<file path="src/rtl/mult8_result_combiner.sv">
// Combines eight 16-bit partial products into packed 8/16/32-bit unsigned products; 1-cycle latency, SEW=32 takes two beats.
// No backpressure: results are registered pulses, always accepted downstream. Optional macro MULT8_COMB_OVF_EN adds out_ovf.
module mult8_result_combiner #(
  parameter int P_W   = 16,
  parameter int OUT_W = 64
) (
  input  logic             clk,
  input  logic             reset,
  input  logic             in_valid,
  input  logic [1:0]       sew,
  input  logic             count_0,
  input  logic [P_W-1:0]   p1,
  input  logic [P_W-1:0]   p2,
  input  logic [P_W-1:0]   p3,
  input  logic [P_W-1:0]   p4,
  input  logic [P_W-1:0]   p5,
  input  logic [P_W-1:0]   p6,
  input  logic [P_W-1:0]   p7,
  input  logic [P_W-1:0]   p8,
  output logic             out_valid,
  output logic [1:0]       out_sew,
  output logic [OUT_W-1:0] out_result,
  output logic             err
`ifdef MULT8_COMB_OVF_EN
  ,
  output logic [3:0]       out_ovf
`endif
);

  localparam int H_W = 2 * P_W;

  typedef enum logic {IDLE, ACC} state_t;

  state_t           state, state_nxt;
  logic [OUT_W-1:0] acc;
  logic             load_acc;
  logic             emit;
  logic             err_nxt;
  logic [OUT_W-1:0] res_nxt;

  logic [H_W-1:0]   elem0, elem1;
  logic [OUT_W-1:0] res_sew8, res_sew16, beat_sum, res_sew32;

  function automatic logic [H_W-1:0] ext_h(input logic [P_W-1:0] p);
    return {{(H_W-P_W){1'b0}}, p};
  endfunction

  function automatic logic [OUT_W-1:0] ext_w(input logic [P_W-1:0] p);
    return {{(OUT_W-P_W){1'b0}}, p};
  endfunction

  // Cross terms are summed before shifting so each element stays exact in 2*P_W bits.
  assign elem0     = ext_h(p1) + ((ext_h(p5) + ext_h(p6)) << 8) + (ext_h(p2) << 16);
  assign elem1     = ext_h(p3) + ((ext_h(p7) + ext_h(p8)) << 8) + (ext_h(p4) << 16);
  assign res_sew8  = {p4, p3, p2, p1};
  assign res_sew16 = {elem1, elem0};

  assign beat_sum  = ext_w(p1)
                   + (ext_w(p2) << 8)
                   + (ext_w(p3) << 16)
                   + (ext_w(p4) << 24)
                   + (ext_w(p5) << 8)
                   + (ext_w(p6) << 16)
                   + (ext_w(p7) << 24)
                   + (ext_w(p8) << 32);
  assign res_sew32 = acc + (beat_sum << 16);

  always_ff @(posedge clk or posedge reset) begin
    if (reset) begin
      state <= IDLE;
    end else begin
      state <= state_nxt;
    end
  end

  always_comb begin
    state_nxt = state;
    load_acc  = 1'b0;
    emit      = 1'b0;
    err_nxt   = 1'b0;
    res_nxt   = '0;
    if (in_valid) begin
      if (sew == 2'b11) begin
        err_nxt   = 1'b1;
        state_nxt = IDLE;
      end else begin
        case (state)
          IDLE: begin
            case (sew)
              2'b00: begin
                emit    = 1'b1;
                res_nxt = res_sew8;
              end
              2'b01: begin
                emit    = 1'b1;
                res_nxt = res_sew16;
              end
              default: begin
                if (count_0) begin
                  err_nxt = 1'b1;
                end else begin
                  load_acc  = 1'b1;
                  state_nxt = ACC;
                end
              end
            endcase
          end
          ACC: begin
            if (sew == 2'b10 && count_0) begin
              emit      = 1'b1;
              res_nxt   = res_sew32;
              state_nxt = IDLE;
            end else if (sew == 2'b10) begin
              // A new first beat restarts the accumulation after flagging the lost element.
              err_nxt   = 1'b1;
              load_acc  = 1'b1;
              state_nxt = ACC;
            end else begin
              err_nxt   = 1'b1;
              state_nxt = IDLE;
            end
          end
          default: state_nxt = IDLE;
        endcase
      end
    end
  end

  always_ff @(posedge clk or posedge reset) begin
    if (reset) begin
      acc <= '0;
    end else if (load_acc) begin
      acc <= beat_sum;
    end
  end

  always_ff @(posedge clk or posedge reset) begin
    if (reset) begin
      out_valid  <= 1'b0;
      out_sew    <= 2'b00;
      out_result <= '0;
      err        <= 1'b0;
    end else begin
      out_valid <= emit;
      err       <= err_nxt;
      if (emit) begin
        out_sew    <= sew;
        out_result <= res_nxt;
      end
    end
  end

`ifdef MULT8_COMB_OVF_EN
  logic [3:0] ovf_nxt;

  always_comb begin
    ovf_nxt = '0;
    case (sew)
      2'b00: begin
        for (int i = 0; i < 4; i++) begin
          ovf_nxt[i] = |res_nxt[P_W*i + P_W/2 +: P_W/2];
        end
      end
      2'b01: begin
        ovf_nxt[0] = |res_nxt[H_W-1:P_W];
        ovf_nxt[1] = |res_nxt[OUT_W-1:OUT_W-P_W];
      end
      2'b10:   ovf_nxt[0] = |res_nxt[OUT_W-1:OUT_W/2];
      default: ovf_nxt = '0;
    endcase
  end

  always_ff @(posedge clk or posedge reset) begin
    if (reset) begin
      out_ovf <= '0;
    end else if (emit) begin
      out_ovf <= ovf_nxt;
    end
  end
`endif

endmodule

</file>
<file path="config.mk">
export PLATFORM = sky130hd
export DESIGN_NAME = mult8_result_combiner
export DESIGN_NICKNAME = d
export VERILOG_FILES = /design/src/rtl/mult8_result_combiner.sv
export SDC_FILE = /design/constraint.sdc
export NUM_CORES = 1
export LEC_CHECK = 0
export CORE_ASPECT_RATIO = 1.75
export CORE_MARGIN = 2
export CORE_UTILIZATION = 45
export CTS_BUF_LIST = sky130_fd_sc_hd__clkbuf_8
export DETAILED_ROUTE_END_ITERATION = 10
export PLACE_DENSITY = 0.65
export RECOVER_POWER = 50
export REMOVE_ABC_BUFFERS = 1
export SKIP_CTS_REPAIR_TIMING = 1
export SYNTH_ARGS = -nofsm -noshare
export SYNTH_HDL_FRONTEND = slang
export SYNTH_SLANG_ARGS = --single-unit
</file>
<file path="constraint.sdc">
create_clock -name clk -period 4.6 [get_ports clk]
set_clock_uncertainty 0.2 [all_clocks]
set_input_delay 0.69 -clock clk [delete_from_list [all_inputs] [get_ports clk]]
set_output_delay 0.69 -clock clk [all_outputs]
set_load 0.01 [all_outputs]
</file>
=== Word level (Yosys, flattened, before mapping) ===
Index checks and enable logic that the tools add are counted.

* Equality and inequality tests: 3
* Bitwise operators: 1
* Reduce and logical (&&, ||, !) cells: 3
* $add $sub $neg: 14
* Mux-type cells: 23

{| class="wikitable"
|+ Operators with widths
! kind !! number
|-
| one-hot mux 64 bit (2 select lines) || 2
|-
| 2-to-1 mux 64 bit || 3
|-
| adder 26 x 32 -> 32 bit || 2
|-
| adder 64 bit || 1
|-
| adder 16 x 25 -> 26 bit || 2
|-
| adder 44 x 48 -> 49 bit || 1
|-
| adder 43 x 40 -> 44 bit || 1
|-
| adder 42 x 32 -> 43 bit || 1
|-
| adder 41 x 24 -> 42 bit || 1
|-
| adder 33 x 40 -> 41 bit || 1
|-
| adder 16 x 16 -> 17 bit || 2
|-
| adder 25 x 32 -> 33 bit || 1
|-
| adder 16 x 24 -> 25 bit || 1
|-
| 2-to-1 mux 1 bit || 15
|-
| one-hot mux 1 bit (2 select lines) || 3
|-
| == test 2 bit (second input constant) || 2
|-
| == test 2 x 1 -> 1 bit (second input constant) || 1
|-
| zero test 2 bit || 1
|-
| OR reduction 2 bit || 1
|-
| logical AND 1 bit || 1
|-
| inverter 1 bit || 1
|}

* Output and inout bits: 68
* Input bits: 134
* Word-level logic and storage cells: 50
* Register bits: 133

=== Logic depth before layout (Yosys ltp) ===
Gate-level depths: netlist of the first run.

* Depth after elaboration: 12
* Gate-level depth with buffers: 24
* Gate-level depth less buffers: 23

=== Worst setup path after synthesis of the first run ===
No wires, ideal clock.

* Path kind: input port to flip-flop
* Start: input port p1[10]
* End: register out_result[61]
* Stages: 24
* Path buffers: 1
* Data required time: 4,259 ps
* Path slack: -998 ps
* Library setup time: 141 ps
* Arrival: 5,257 ps
* Cell sequence: inv_1 fa_1 inv_1 ha_1 ha_1 fa_1 a211oi_2 o21ai_0 nand2b_1 nand2_1 a21oi_1 xnor2_1 ha_1 clkbuf_1 nand2_1 nor2_1 o311ai_0 a21oi_1 o21ai_0 a31o_2 or2_1 nor3_1 xor2_1 o221ai_1

* Word-level cells in the longest chain between the ends: 12

{| class="wikitable"
|+ RTL lines
! element !! line !! source
|-
| from (decl) || 12 || <nowiki>input logic [P_W-1:0] p1,</nowiki>
|-
| adder 16 x 24 -> 25 bit || 59 || <nowiki>+ (ext_w(p2) << 8)</nowiki>
|-
| adder 25 x 32 -> 33 bit || 60 || <nowiki>+ (ext_w(p3) << 16)</nowiki>
|-
| adder 33 x 40 -> 41 bit || 61 || <nowiki>+ (ext_w(p4) << 24)</nowiki>
|-
| adder 41 x 24 -> 42 bit || 62 || <nowiki>+ (ext_w(p5) << 8)</nowiki>
|-
| adder 42 x 32 -> 43 bit || 63 || <nowiki>+ (ext_w(p6) << 16)</nowiki>
|-
| adder 43 x 40 -> 44 bit || 64 || <nowiki>+ (ext_w(p7) << 24)</nowiki>
|-
| adder 44 x 48 -> 49 bit || 65 || <nowiki>+ (ext_w(p8) << 32);</nowiki>
|-
| named net beat_sum[20] || 42 || <nowiki>logic [OUT_W-1:0] res_sew8, res_sew16, beat_sum, res_sew32;</nowiki>
|-
| adder 64 bit || 66 || <nowiki>assign res_sew32 = acc + (beat_sum << 16);</nowiki>
|-
| 2-to-1 mux 64 bit || 109 || <nowiki>if (sew == 2'b10 && count_0) begin</nowiki>
|-
| one-hot mux 64 bit (2 select lines) || 87 || <nowiki>case (state)</nowiki>
|-
| 2-to-1 mux 64 bit || 83 || <nowiki>if (sew == 2'b11) begin</nowiki>
|-
| 2-to-1 mux 64 bit || 82 || <nowiki>if (in_valid) begin</nowiki>
|-
| to (signal assigned) || 148 || <nowiki>out_result <= res_nxt;</nowiki>
|-
| to (decl) || 22 || <nowiki>output logic [OUT_W-1:0] out_result,</nowiki>
|}

The timed path passes the listed nets, and every way through them passes these cells.
A chain may end at the register's enable or synchronous reset.

=== Worst setup path after layout of the first run ===
* Start: input port p3[7]
* End: register out_result[61]

* Word-level cells in the longest chain between the ends: 11
* Elaborated cells between the ends (all ways): 14
* Classes of those cells: add/sub: 9; mux: 5

{| class="wikitable"
|+ RTL lines
! element !! line !! source
|-
| from (decl) || 14 || <nowiki>input logic [P_W-1:0] p3,</nowiki>
|-
| adder 25 x 32 -> 33 bit || 60 ||
|-
| adder 33 x 40 -> 41 bit || 61 ||
|-
| adder 41 x 24 -> 42 bit || 62 ||
|-
| adder 42 x 32 -> 43 bit || 63 ||
|-
| adder 43 x 40 -> 44 bit || 64 ||
|-
| adder 44 x 48 -> 49 bit || 65 ||
|-
| named net beat_sum[26] || 42 ||
|-
| adder 64 bit || 66 ||
|-
| 2-to-1 mux 64 bit || 109 ||
|-
| one-hot mux 64 bit (2 select lines) || 87 ||
|-
| 2-to-1 mux 64 bit || 83 ||
|-
| 2-to-1 mux 64 bit || 82 ||
|}

The timed path passes the listed nets, and every way through them passes these cells.

==> results of run 1 <==
-- where the power goes --
part,total (mW),switching [mW],internal (mW)
clock,1.10,0.531,0.565
sequential,1.62,0.272,1.35
combinational,10.0,4.79,5.24
-- final cells by class --
| cell class | instances | area, um2 | share of cell area (%) |
|---|---|---|---|
| clock buffers | 18 | 248 | 1.13 |
| clock inverters | 14 | 184 | 0.841 |
| inverters | 169 | 643 | 2.94 |
| multi-input cells | 1267 | 11200 | 51.3 |
| flip-flops and latches | 118 | 2950 | 13.5 |
| well taps | 382 | 478 | 2.18 |
| repair buffers | 731 | 6150 | 28.1 |
-- cells by family after synthesis --
group | after synthesis | share of synthesized area (%)
xor+xnor | 137 | 8.88
fa+ha+maj | 204 | 21.9
flops | 118 | 21.9
buf+inv | 214 | 5.98
mux | 60 | 4.79
simple gates | 404 | 13.8
compound gates | 462 | 22.8
-- placed cells by master, fill, tap and decap left out, drive strengths merged, types with 15 or more instances in the layout --
cell type	instances
nor2b	15
a21o	45
a21oi	125
inv	174
buf	536
a211oi	17
nand2	126
clkdlybuf4s50	111
ha	150
o21ai	106
o21bai	22
a221oi	22
fa	54
nor3	31
mux2i	23
mux2	37
clkbuf	29
xnor2	95
xor2	42
dlymetal6s2s	60
dfrtp	118
nand3	28
o21a	17
nor2	130
-- critical path: cells and delay by family --
kind	cells	cell delay, ns
AOI/OAI and AO/OA	10	1.55
adders and majority gates	4	1.46
buffers and inverters	4	0.64
and+or+nand+nor	4	0.63
xor gates and xnor gates	2	0.40
-- sequential cells by signal (all words and copies together) (netlist names) --
| name | flops |
|---|---|
| acc | 49 |
| err | 1 |
| out_result | 64 |
| out_sew | 2 |
| out_valid | 1 |
| state | 1 |
-- per-stage QoR --
stage / cells / power, mW / utilization [%]
6_report: 2699 / 12.7 / 74.2
5_1_grt: 2699 / 13.5 / 74.2
4_1_cts: 2670 / 11.0 / 68.0
3_5_place_dp: 2638 / 9.85 / 66.5
3_3_place_gp: 2638 / 9.76 / 66.5
2_1_floorplan: 1554 / 5.55 / -
-- path summary, 6_finish.rpt --
kind,start,to,slack (ns),cells past startpoint
hold / removal,out_result[19]$_DFFE_PP0P_,out_result[19]$_DFFE_PP0P_,0.28,2
max in group asynchronous,reset,out_result[12]$_DFFE_PP0P_,0.51,3
setup reg to reg,state$_DFFE_PP0P_,out_result[29]$_DFFE_PP0P_,0.80,4
min in group asynchronous,reset,acc[44]$_DFFE_PP0P_,1.20,2
setup / recovery,p3[7],out_result[61]$_DFFE_PP0P_,-0.63,24
hold reg to reg,out_result[19]$_DFFE_PP0P_,out_result[19]$_DFFE_PP0P_,0.28,2
-- layer usage --
metal | global-route usage (%) | wire length (um) | vias to the layer above
met3 | 3.86 | 1830 | 226
met2 | 67.2 | 30600 | 434
li1 | - | - | 7076
met4 | 34.0 | 6890 | 0
met1 | 31.3 | 18700 | 7306
met5 | 0 | 0 | -
==> results by group, run 1 <==
Run status
  – Status: complete, but fails checks
  – Failing checks: max-capacitance violations, max-slew violations, negative setup slack

Worst setup path
  – CP startpoint kind: input pin
  – CP max-delay cell: fa_1
  – Critical path class: input pin to flop
  – CP cell instances: dlymetal6s2s_1 > inv_1 > fa_1 > fa_1 > inv_1 > ha_4 > buf_4 > a21oi_2 > nor2_2 > a211oi_4 > o21ai_4 > xor2_2 > ha_4 > a21o_1 > a21oi_1 > o21bai_1 > a211oi_2 > nor2_1 > o21ai_1 > a31o_2 > or2_4 > nor3_2 > xor2_1 > o221ai_1
  – WP data required: approximately 4.7 ns
  – CP endpoint kind: flop
  – CP peak stage delay: 0.50 ns
  – WP data arrival: 5.37 ns
  – Crit path max fanout: 4

Placement
  – Input/output buffers: about 200
  – RePlAce Congestion: 0.955
  – Dpl cell area: 0.0196 mm2
  – Post-DP HPWL: 46.7 mm
  – Worst slack at placement: -1.90 ns

Floorplanning
  – # IOs: 202
  – Die height: roughly 230 um
  – Die width: 135 um
  – Starting Density: 45.8%
  – Die ar.: approximately 0.031 mm2
  – # rows: 83
  – Core box area: between 0.02 and 0.03 mm2

GRT
  – GRT Util Overall: 35.4%
  – Total gr overflow: 0
  – Initial antenna violation count: 0
  – Largest net degree at the start of global routing: 68
  – Vias in the first global route: 15500
  – First-pass GRT wire length: 82.8 mm

Clocking
  – Clk slew on worst S/H paths: 0.08 ns
  – CTS buffer count: 17
  – H-tree depth: 4
  – Clock root cell: clkbuf_8
  – Clock latency on the worst-skew pair: 0.48 ns
  – CTS tree: built
  – Max clock buf depth: 2
  – Sink Count: approximately 120

Route
  – Pre-antenna DRT Iters: 5
  – DRC violations left: 0
  – Via count: approximately 15000
  – WL final: 58.1 mm
  – Final ANT Viol Nets: 0
  – 1st-iter DRT viols: 807
  – DR vias/cell: around 5.6
  – Wire length per cell: around 22 um

STA
  – Endpoints failing setup: 37
  – RSZ-0062 raised after global routing: yes
  – Max-slew violations: 121
  – Fmax: 191 MHz
  – Final period utilization: 114%
  – Final setup TNS: -13.35 ns
  – WHS: 0.281 ns
  – Crit path time final: 5.23 ns
  – Setup ws final: -0.634 ns
  – Fin. Hold Viols: 0
  – Max-slew headroom: -80.6%
  – Actual slew at the worst max-slew pin: between 2 and 3 ns

Power
  – Leakage: between 10 and 15 nW
  – Pwr/cell area: 582 mW/mm2
  – Worst vdd ir: roughly 0.35 mV

Yosys
  – #FFs+latches synth: 118
  – Synthesized area: 0.0135 mm2
  – Sequential share of the synthesized area: 21.9%
  – Count leader, synth: inv_1
  – Post-synth top area cell: dfrtp_1
  – Post-synth top cells: 167 x inv_1, 150 x ha_1, 130 x nor2_1
  – Yosys cell types: 78
  – Cells after Synth: between 1500 and 2000
  – Top cells by area, synth: dfrtp_1 22%, ha_1 14%, fa_1 8.0%
  – Avg Inst Size Synth: 8.45 um2
  – Synth top area share: a little over a fifth
  – Primary FF master, synth: dfrtp_1
  – Asr flop ratio synth: 100%
  – EDFF count, synth: 0
  – Yosys Warn Count: 0

Layout
  – N_diodes: 0
  – Share of cells above drive strength 1: 37.9%
  – Fill count: 2294
  – Area growth from synthesis to layout: 62.0%
  – Final instance area: 0.0219 mm2
  – # nets final: 2642

Hold path
  – Hold Crit Class: flop to flop

Flow run
  – Max-Cap Viols: 2
Note: power is estimated with default switching activity, not from simulation.
==> run 2: changes to the inputs <==
--- a/config.mk
+++ b/config.mk
@@ -5,15 +5,17 @@
 export SDC_FILE = /design/constraint.sdc
 export NUM_CORES = 1
 export LEC_CHECK = 0
+export ABC_AREA = 1
 export CORE_ASPECT_RATIO = 1.75
 export CORE_MARGIN = 2
 export CORE_UTILIZATION = 45
 export CTS_BUF_LIST = sky130_fd_sc_hd__clkbuf_8
 export DETAILED_ROUTE_END_ITERATION = 10
-export PLACE_DENSITY = 0.65
+export PLACE_DENSITY = 0.64
 export RECOVER_POWER = 50
 export REMOVE_ABC_BUFFERS = 1
 export SKIP_CTS_REPAIR_TIMING = 1
+export SLEW_MARGIN = 20
 export SYNTH_ARGS = -nofsm -noshare
 export SYNTH_HDL_FRONTEND = slang
 export SYNTH_SLANG_ARGS = --single-unit
==> constraint.sdc (replaced) <==
create_clock -name clk -period 5 [get_ports clk]
set_clock_uncertainty 0.2 [all_clocks]
set_input_delay 0.75 -clock clk [delete_from_list [all_inputs] [get_ports clk]]
set_output_delay 0.75 -clock clk [all_outputs]
set_load 0.01 [all_outputs]
==> run 2 against run 1 <==
The flow finishes with violations (max-capacitance violations, max-slew violations). Critical path depth grew 2. Area after synthesis is 14% higher. Non-clock buffer count down 71. Global-route usage grew 3.0 points. Final area grew 5.5%. Combinational power down 7%. Register-to-register slack improved by 1.2 ns. Die area up 13%. Hold slack got worse by 0.0052 ns. Cell count up 30%. Wire length grew 20%. Highest routed layer unchanged.
==> results by group, run 2 <==
Run status
  – Status: complete, but fails checks
  – Failing checks: max-capacitance violations, max-slew violations

Yosys
  – Adder-Cell Fraction of Synth Area: 19.3% (-2.6 points)
  – Sequential share of the synthesized area: 19.2% (-2.6 points)
  – Post-synth top area cell: dfrtp_1
  – EDFF count, synth: 0 (unchanged)
  – Mux contribution to synthesized area: 0% (-4.8 points)
  – Largest family of logic cells by synthesized area: simple AND/OR/NAND/NOR gates
  – Asr flop ratio synth: 100% (unchanged)
  – Post-Synth Simple-Gate Area: 31.1% (+17 points)
  – Synthesized area: 0.0154 mm2 (+14%)
  – Avg Inst Size Synth: 6.39 um2 (-24%)
  – Primary FF master, synth: dfrtp_1
  – Cells after Synth: 2402 (+50%)
  – Yosys cell types: 50 (-36%)
  – Post-synth top cells: 762 x nand2_1, 380 x inv_1, 196 x a21oi_1
  – Synth Area in Compound Gates: 15.5% (-7.4 points)
  – Top cells by area, synth: dfrtp_1 19%, nand2_1 19%, ha_1 12%
  – Count leader, synth: nand2_1
  – Synth top area share: 19.2% (-2.6 points)
  – #FFs+latches synth: 118 (unchanged)
  – Post-synthesis xor/xnor area fraction: 4.11% (-4.8 points)
  – Yosys Warn Count: 0 (unchanged)

Worst setup path
  – CP max-delay cell: fa_1
  – CP endpoint kind: flop
  – WP data required: 5.17 ns (+0.43 ns)
  – CP startpoint kind: input pin
  – Critical path class: input pin to flop
  – Crit path max fanout: 5 (+1)
  – Number of buffer and inverter stages on the critical path: 4 (unchanged)
  – R2R setup slack: 1.95 ns (+1.15 ns)
  – Critical path's top delay family: simple AND/OR/NAND/NOR gates
  – Most frequent CP cell: nand2_1
  – CP peak stage delay: 0.59 ns (+0.09 ns)
  – WP data arrival: 5.08 ns (-0.29 ns)

STA
  – Actual slew at the worst max-slew pin: 2.29 ns (-0.402 ns)
  – Crit path time final: 4.90 ns
  – Final period utilization: 98.0%
  – Max-slew violations: 121 (unchanged)
  – Fin. Hold Viols: 0 (unchanged)
  – Endpoints failing setup: 0 (-100%)
  – Fmax: 204 MHz
  – Max-slew headroom: -53.7% (+27 points)
  – RSZ-0062 raised after global routing: yes
  – Final setup TNS: 0 ns (+13.35 ns)
  – WHS: 0.276 ns (-0.00515 ns)

Floorplanning
  – Starting Density: 45.7% (-0.15 points)
  – Die height: 248 um (+6.5%)
  – # IOs: 202 (unchanged)
  – Core box area: 0.0336 mm2 (+14%)
  – # rows: 89 (+7.2%)
  – Die width: 144 um (+6.4%)
  – Die ar.: 0.0357 mm2 (+13%)

Route
  – Final ANT Viol Nets: 0 (unchanged)
  – Wire length per cell: 20.0 um (-7.1%)
  – Pre-antenna DRT Iters: 6 (+1)
  – DRC violations left: 0 (unchanged)
  – WL final: 69.9 mm (+20%)
  – DR vias/cell: 5.29 (-5.0%)
  – 1st-iter DRT viols: 1183 (+47%)
  – Via count: 18500 (+23%)

Clocking
  – H-tree depth: 4 (unchanged)
  – CTS tree: built
  – CTS buffer count: 17 (unchanged)
  – Max clock buf depth: 2 (unchanged)
  – Clock latency on the worst-skew pair: 0.46 ns (-0.02 ns)
  – Clock root cell: clkbuf_8
  – Clk slew on worst S/H paths: 0.09 ns (about the same)
  – Sink Count: 118 (unchanged)

GRT
  – Initial antenna violation count: 1 (+1)
  – Vias in the first global route: 18600 (+20%)
  – Largest net degree at the start of global routing: 70 (+2.9%)
  – First-pass GRT wire length: 102 mm (+23%)
  – GRT Util Overall: 38.4% (+3.0 points)
  – Total gr overflow: 0 (unchanged)

Layout
  – Fill count: 3012 (+31%)
  – Top reg by flops: out_result
  – Max FFs per register: 64 (unchanged)
  – # nets final: 3370 (+28%)
  – Storage cell area: 0.00295 mm2 (about the same)
  – Most frequent cells in the layout: 708 x nand2_1, 445 x buf_4, 307 x inv_1
  – Multi-input logic area: 0.0121 mm2 (+8.1%)
  – Biggest regs: out_result x64, acc x49, out_sew x2
  – Commonest non-fill, non-tap cell in the layout: nand2_1
  – Final Non-Filler Cells: 3500 (+30%)
  – Area growth from synthesis to layout: 50.4%
  – Share of cells above drive strength 1: 28.4% (-9.5 points)
  – N_diodes: 0 (unchanged)

Placement
  – Post-DP HPWL: 57.8 mm (+24%)
  – # placed instances: 3441 (+30%)
  – Input/output buffers: 201 (unchanged)
  – RePlAce Congestion: 1.08 (+13%)

Power
  – Leakage: 12.4 nW (+14%)
  – Pwr/cell area: 504 mW/mm2 (-13%)
  – Final Power: 11.6 mW (-8.7%)
  – Worst vdd ir: 0.329 mV (-5.5%)

Flow run
  – Max-Cap Viols: 2 (unchanged)

Hold path
  – Hold Crit Class: flop to flop
run 2: cell count changes after synthesis, moves of 35 or more:
cell / previous run / this run
a21o_1: 45 / 10
xnor2_1: 95 / 28
inv_1: 167 / 380
mux2_2: 37 / 0
nand3_1: 28 / 117
nand2_1: 126 / 762
a21oi_1: 122 / 196
run 2: stage by stage:
stage                     instance area, um2  util, %  setup slack (ns)
after floorplan                        15200        -            -0.688
after global placement                 21100     62.8             -1.48
after detailed placement               21100     62.8             -1.45
after CTS                              21500     64.0             -1.01
after global routing                   23100     68.6            -0.139
final                                  23100     68.6            0.0977
run 2: layer usage:
layer | track usage (%) | routed length, um | up-vias
li1 | - | - | 8955
met1 | 35.5 | 22700 | 8494
met2 | 69.4 | 34900 | 759
met3 | 4.88 | 3130 | 319
met4 | 39.3 | 9250 | 0
met5 | 0 | 0 | -
run 2: cells by family (layout without fill, tap and decap cells):
| logic type | after synthesis | after routing |
|---|---|---|
| simple gates | 1144 | 1144 |
| xor+xnor | 72 | 72 |
| compound gates | 424 | 424 |
| flops | 118 | 118 |
| fa+ha+maj | 204 | 204 |
| buf+inv | 440 | 1083 |
run 2: where the power goes:
| part | total [mW] | internal (mW) | switching [mW] |
|---|---|---|---|
| clock network | 0.930 | 0.473 | 0.457 |
| logic | 9.29 | 4.34 | 4.95 |
| registers | 1.42 | 1.22 | 0.202 |
run 2: area by class of cell:
type | instances | area share [%]
clock buffer | 19 | 1.13
clock inverter | 13 | 0.634
inverter | 391 | 6.40
multi-input combinational | 1844 | 52.6
sequential | 118 | 12.8
tap | 455 | 2.47
timing repair buffer | 660 | 24.0
run 2: worst paths after layout:
kind                                            startpoint                         end  depth (start not counted)
worst max-delay path                                 p5[2]  out_result[57]$_DFFE_PP0P_                         26
worst min-delay path            out_result[19]$_DFFE_PP0P_  out_result[19]$_DFFE_PP0P_                          2
worst max register to register         acc[16]$_DFFE_PP0P_  out_result[58]$_DFFE_PP0P_                         18
worst min register to register  out_result[19]$_DFFE_PP0P_  out_result[19]$_DFFE_PP0P_                          2
max in group asynchronous                            reset         acc[32]$_DFFE_PP0P_                          3
min in group asynchronous                            reset   out_result[4]$_DFFE_PP0P_                          2
run 2: worst min-delay path: cells and delay by family (launching register included):
| family | cells | cell delay, ns |
|---|---|---|
| DFF | 1 | 0.34 |
| and+or+nand+nor | 2 | 0.10 |
==> run 3: changes to the inputs <==
--- a/config.mk
+++ b/config.mk
@@ -15,7 +15,7 @@
 export RECOVER_POWER = 50
 export REMOVE_ABC_BUFFERS = 1
 export SKIP_CTS_REPAIR_TIMING = 1
-export SLEW_MARGIN = 20
+export SLEW_MARGIN = 30
 export SYNTH_ARGS = -nofsm -noshare
 export SYNTH_HDL_FRONTEND = slang
 export SYNTH_SLANG_ARGS = --single-unit
==> results of run 3 <==
The final DEF is identical to that of run 2; final timing and power are the same.
